--- src/rtl/main_arb_pkg.sv ---
// Shared definitions for the two-requester main-memory arbiter:
// FSM state encoding and default parameter values.
package main_arb_pkg;

    typedef enum logic [1:0] {
        ST_IDLE = 2'b00,
        ST_BUSY = 2'b01,
        ST_DONE = 2'b10
    } arb_state_t;

    localparam int DEF_ADDR_W  = 10;
    localparam int DEF_DATA_W  = 32;
    localparam int DEF_TIMEOUT = 64;

endpackage

--- src/rtl/arb_timeout_ctr.sv ---
// BUSY-cycle watchdog for main_mem_arbiter; only instantiated when
// MAIN_ARB_TIMEOUT_EN is defined.
module arb_timeout_ctr
    import main_arb_pkg::*;
#(
    parameter int TIMEOUT = DEF_TIMEOUT
) (
    input  logic clk,
    input  logic reset,
    input  logic clear,
    input  logic enable,
    output logic expired
);

    localparam int CNT_W = (TIMEOUT > 1) ? $clog2(TIMEOUT) : 1;

    logic [CNT_W-1:0] r_count;

    always_ff @(posedge clk) begin
        if (reset || clear) begin
            r_count <= '0;
        end else if (enable && !expired) begin
            r_count <= r_count + 1'b1;
        end
    end

    // Fires during the TIMEOUT-th enabled cycle so the FSM leaves BUSY on that edge.
    assign expired = enable && (r_count == CNT_W'(TIMEOUT - 1));

endmodule

--- src/rtl/main_mem_arbiter.sv ---
// Round-robin arbiter granting one of two requesters access to main memory.
// Optional BUSY watchdog enabled by defining MAIN_ARB_TIMEOUT_EN.
module main_mem_arbiter
    import main_arb_pkg::*;
#(
    parameter int ADDR_W  = DEF_ADDR_W,
    parameter int DATA_W  = DEF_DATA_W,
    parameter int TIMEOUT = DEF_TIMEOUT
) (
    input  logic              clk,
    input  logic              reset,
    input  logic              rd0,
    input  logic              wr0,
    input  logic [ADDR_W-1:0] addr0,
    input  logic [DATA_W-1:0] wdata0,
    input  logic              rd1,
    input  logic              wr1,
    input  logic [ADDR_W-1:0] addr1,
    input  logic [DATA_W-1:0] wdata1,
    output logic              gnt0,
    output logic              gnt1,
    output logic              ack0,
    output logic              ack1,
    output logic [DATA_W-1:0] rdata0,
    output logic [DATA_W-1:0] rdata1,
    output logic              err0,
    output logic              err1,
    output logic              main_read,
    output logic              main_write,
    output logic [ADDR_W-1:0] main_addr,
    output logic [DATA_W-1:0] main_wdata,
    input  logic [DATA_W-1:0] main_rdata,
    input  logic              ready
);

    arb_state_t        r_state;
    arb_state_t        w_state_next;
    logic              r_owner;
    logic              r_wr;
    logic              r_prio;
    logic              r_err;
    logic [ADDR_W-1:0] r_addr;
    logic [DATA_W-1:0] r_wdata;
    logic [DATA_W-1:0] r_rdata0;
    logic [DATA_W-1:0] r_rdata1;

    logic              w_req0;
    logic              w_req1;
    logic              w_winner;
    logic              w_expired;
    logic              w_timeout;
    logic              w_finish;
    logic [DATA_W-1:0] w_capture;

    assign w_req0   = rd0 | wr0;
    assign w_req1   = rd1 | wr1;
    assign w_winner = (w_req0 && w_req1) ? r_prio : w_req1;

`ifdef MAIN_ARB_TIMEOUT_EN
    arb_timeout_ctr #(
        .TIMEOUT(TIMEOUT)
    ) u_timeout_ctr (
        .clk    (clk),
        .reset  (reset),
        .clear  (r_state != ST_BUSY),
        .enable (r_state == ST_BUSY),
        .expired(w_expired)
    );
`else
    localparam int unused_timeout = TIMEOUT;
    assign w_expired = 1'b0;
`endif

    // A ready arriving on the last allowed cycle still counts as success.
    assign w_timeout = w_expired && !ready;
    assign w_finish  = ready || w_expired;
    assign w_capture = w_timeout ? '0 : main_rdata;

    always_ff @(posedge clk) begin
        if (reset) begin
            r_state <= ST_IDLE;
        end else begin
            r_state <= w_state_next;
        end
    end

    always_comb begin
        w_state_next = r_state;
        gnt0         = 1'b0;
        gnt1         = 1'b0;
        ack0         = 1'b0;
        ack1         = 1'b0;
        err0         = 1'b0;
        err1         = 1'b0;
        main_read    = 1'b0;
        main_write   = 1'b0;
        main_addr    = '0;
        main_wdata   = '0;
        case (r_state)
            ST_IDLE: begin
                if (w_req0 || w_req1) begin
                    w_state_next = ST_BUSY;
                end
            end
            ST_BUSY: begin
                gnt0       = !r_owner;
                gnt1       = r_owner;
                main_read  = !r_wr;
                main_write = r_wr;
                main_addr  = r_addr;
                main_wdata = r_wdata;
                if (w_finish) begin
                    w_state_next = ST_DONE;
                end
            end
            ST_DONE: begin
                w_state_next = ST_IDLE;
                ack0         = !r_owner;
                ack1         = r_owner;
                err0         = !r_owner && r_err;
                err1         = r_owner && r_err;
            end
            default: w_state_next = ST_IDLE;
        endcase
    end

    always_ff @(posedge clk) begin
        if (reset) begin
            r_owner  <= 1'b0;
            r_wr     <= 1'b0;
            r_prio   <= 1'b0;
            r_err    <= 1'b0;
            r_addr   <= '0;
            r_wdata  <= '0;
            r_rdata0 <= '0;
            r_rdata1 <= '0;
        end else begin
            case (r_state)
                ST_IDLE: begin
                    if (w_req0 || w_req1) begin
                        // rd and wr together resolve to a write.
                        r_owner <= w_winner;
                        r_wr    <= w_winner ? wr1 : wr0;
                        r_addr  <= w_winner ? addr1 : addr0;
                        r_wdata <= w_winner ? wdata1 : wdata0;
                        r_err   <= 1'b0;
                    end
                end
                ST_BUSY: begin
                    if (w_finish) begin
                        r_err <= w_timeout;
                        if (r_owner) begin
                            r_rdata1 <= w_capture;
                        end else begin
                            r_rdata0 <= w_capture;
                        end
                    end
                end
                ST_DONE: r_prio <= ~r_owner;
                default: ;
            endcase
        end
    end

    assign rdata0 = r_rdata0;
    assign rdata1 = r_rdata1;

endmodule

--- config.mk ---
export PLATFORM = sky130hd
export DESIGN_NAME = main_mem_arbiter
export DESIGN_NICKNAME = d
export VERILOG_FILES = /design/src/rtl/main_arb_pkg.sv /design/src/rtl/arb_timeout_ctr.sv /design/src/rtl/main_mem_arbiter.sv
export SDC_FILE = /design/constraint.sdc
export NUM_CORES = 1
export LEC_CHECK = 0
export ABC_CLOCK_PERIOD_IN_PS = 1700
export BUFFER_PORTS_ARGS = -buffer_cell sky130_fd_sc_hd__clkbuf_2
export CORE_MARGIN = 2
export CORE_UTILIZATION = 45
export CTS_BUF_LIST = sky130_fd_sc_hd__clkbuf_4
export DETAILED_ROUTE_END_ITERATION = 12
export GPL_TIMING_DRIVEN = 0
export HOLD_SLACK_MARGIN = 0.06
export PLACE_DENSITY_LB_ADDON = 0.05
export SKIP_LAST_GASP = 1
export SLEW_MARGIN = 5
export SYNTH_ARGS = -nofsm -noshare
export SYNTH_HDL_FRONTEND = slang
export SYNTH_HIERARCHICAL = 1
export SYNTH_SLANG_ARGS = --single-unit
--- constraint.sdc ---
create_clock -name clk -period 1.7 [get_ports clk]
set_input_delay 0.085 -clock clk [delete_from_list [all_inputs] [get_ports clk]]
set_output_delay 0.085 -clock clk [all_outputs]
set_load 0.01 [all_outputs]
==> impl_metrics.toml <==
[timing]
finalSetupTns_ns = 0
tightest_slew_ns = 0.725
period_minus_slack_ns = 1.65
hold_slack_ns = 0.0788
setup_viol = 0
slew_headroom = 0.517
final_max_slew_viol_count = 0
post-route-period-util = 0.973
final_hold_viol_count = 0
rsz0062_at_grt = "true"
max_freq_mhz = 605
setup_ws_ns = 0.0467
fin_skew_ns = 0.0134

[yosys]
yosys_register_bits = 111
synth_cells = 612
avgSynthCellArea_um2 = 8.04
synth_cell_types = 31
synth.yosys.seq_area_share = 0.451
synthesis.area_um2 = 4920
synth_warnings = 6

[floorplanning]
core_um2 = 10700
io_pins = 237
start_util = 0.458
die_w_um = 109
dieArea_um2 = 11800
placementRows = 38
die_h_um = 109

[setup_path]
end_kind = "register"
worst_ep_required_time_ns = 2.07
critical_path_class = "input port to register"
reg2reg_from = "r_state[0]$_SDFFE_PP0P_"
worst_r2r_path_depth = 6
r2r_setup_slack_ns = 0.06
r2r-end = "r_wdata[7]$_SDFFE_PP0P_"
crit_path_start_kind = "input port"
crit_arrival_ns = 2.03
path_max_fanout = 10

[cells_and_area]
fin_area_um2 = 7760
finalNetCount = 1106
seq_area_um2 = 2230
layout_commonest_cell = "clkbuf_2"
multi_input_area_um2 = 2430
num_antenna_cells = 0
fillers = 856
mostFrequentLayoutCells = "clkbuf_2, nand2_1, dlygate4sd3_1"
area_delta_synth_final_pct = 57.7
final_layout_size_suffix_gt1_frac = 0.322

[routing]
avgViaCountPerCell = 5.31
wire_per_inst_um = 15.7
firstDrtPassIters = 8
vias = 5982
totalWireLength_um = 17600
drcViolationCount = 0
drt_iter0_drc = 345
drtAntennaViolNets = 0

[clock_network]
cts_inserted_buffers = 9
clk_pin_slew_ns = 0.16
cts_buffer_depth = 2
root_buffer = "clkbuf_4"
clock-sinks = 111
worst_skew_pair.late_latency_ns = 0.47
cts_tree = "yes"
htree_levels = 3

[global_routing]
grt_max_degree = 18
grt_pass1_wl_um = 27400
gr-usage-all-layers = 0.293
grt_pass1_vias = 5808
grt_remaining_overflow = 0
grt_antenna_before_repair = 0

[pwr]
leakage_uw = 0.00333
ir_drop_mv = 0.421
p_per_area_nw_per_um2 = 736

[status]
status = "complete, no violations"

[place]
placed_cell_area_um2 = 6270
hpwl_um = 11400
io_buffers = 233
gp_congestion = 0.861
dp_slack_ns = -0.0942

[min_path]
hold_path_class = "input port to register"
min_from = "rd0"
holdPathEnd = "r_wdata[11]$_SDFFE_PP0P_"
hold_path_depth = 4

[job]
maxCapViolCount = 0
==> cells in the mapped netlist <==
library cell  number  area [µm²]
and4b_1            1        10.0
a311oi_2          21         315
a311oi_1          22         193
o21ba_2            1        10.0
or2_2              1        6.26
a21bo_2            1        10.0
nor2_1             6        22.5
and2_1            44         275
buf_1              1        3.75
buf_4              2        15.0
nand2_1          129         484
inv_1              1        3.75
nand4b_1           1        8.76
a21oi_1          109         546
clkbuf_1          56         210
nor3b_1            2        15.0
nor3_1             1        5.00
nand4bb_1          1        11.3
o21ai_0           43         215
o21bai_1           1        7.51
and2_4             1        8.76
a2bb2oi_1          1        8.76
nand3_1           43         215
buf_2              2        10.0
and3_1             1        6.26
dfxtp_1          111        2220
conb_1             1        3.75
or4_1              1        7.51
buf_6              5        56.3
nor4bb_1           1        10.0
nand2b_1           1        6.26
==> layout make-up <==
class,count,share of cell area
repair buffers,360,0.315
multi-input cells,435,0.313
flip-flops and latches,111,0.287
plain buffers,65,0.0455
well taps,140,0.0226
clock buffers,10,0.00967
clock inverters,5,0.00742
inverters,1,0.000484
==> power breakdown <==
part | switching (µW) | internal [µW] | total [µW]
sequential | 97.6 | 2780 | 2880
combinational | 757 | 726 | 1480
clock | 891 | 463 | 1350
==> worst max-delay path by stage <==
stage	slack [ns]	startpoint	end
2_1_floorplan	0.26	r_state[1]$_SDFFE_PP0P_	r_wdata[2]$_SDFFE_PP0P_
3_5_place_dp	-0.09	r_state[0]$_SDFFE_PP0P_	main_wdata[9]
6_report	0.05	wr0	r_wdata[25]$_SDFFE_PP0P_
5_1_grt	-0.03	r_owner$_SDFFE_PP0P_	rdata0[21]$_SDFFE_PP0P_
3_3_place_gp	-0.07	r_state[0]$_SDFFE_PP0P_	main_wdata[9]
4_1_cts	0.003	r_state[1]$_SDFFE_PP0P_	r_wdata[5]$_SDFFE_PP0P_
==> logic make-up after synthesis <==
family                 share of synthesized area
buffers and inverters                     0.0607
AND/OR/NAND/NOR                            0.222
flip-flops                                 0.451
other                                   0.000762
AO/OA/AOI/OAI                              0.265
==> registers in the layout (all words and copies together) (netlist names) <==
name     count
r_wdata     32
rdata0      32
rdata1      32
r_addr      10
r_state      2
r_owner      1
r_prio       1
r_wr         1
==> routing by layer <==
metal / global-route usage / up-vias / routed length [µm]
met2: 0.524 / 300 / 8810
met4: 0.150 / 0 / 713
met5: 0 / - / 0
met1: 0.328 / 2748 / 6880
met3: 0.0561 / 67 / 1240
li1: - / 2867 / -
==> critical path: stages <==
cell and delay, ns:
dlygate4sd3_1 0.54, clkbuf_2 0.14, or4_1 0.38, buf_2 0.19, and2_4 0.17, buf_6 0.13, buf_6 0.14, a311oi_1 0.24
==> per-stage QoR <==
| step | std cells | utilization | total power [µW] |
|---|---|---|---|
| 6_report | 1127 | 0.722 | 5720 |
| 5_1_grt | 1127 | 0.722 | 5960 |
| 3_3_place_gp | 986 | 0.583 | 4050 |
| 3_5_place_dp | 986 | 0.583 | 4080 |
| 2_1_floorplan | 613 | - | 3620 |
| 4_1_cts | 1126 | 0.717 | 5670 |
==> timing repair <==
item                                   CTS  global route
setup buffers                            3             1
gates cloned                             3             0
setup endpoints to repair              102           134
pin swaps                                1             1
endpoints found under the hold margin  109             0
hold buffers                           120             0
gates resized for setup                 21            49
No activity file was read; power rests on OpenSTA's default activity.
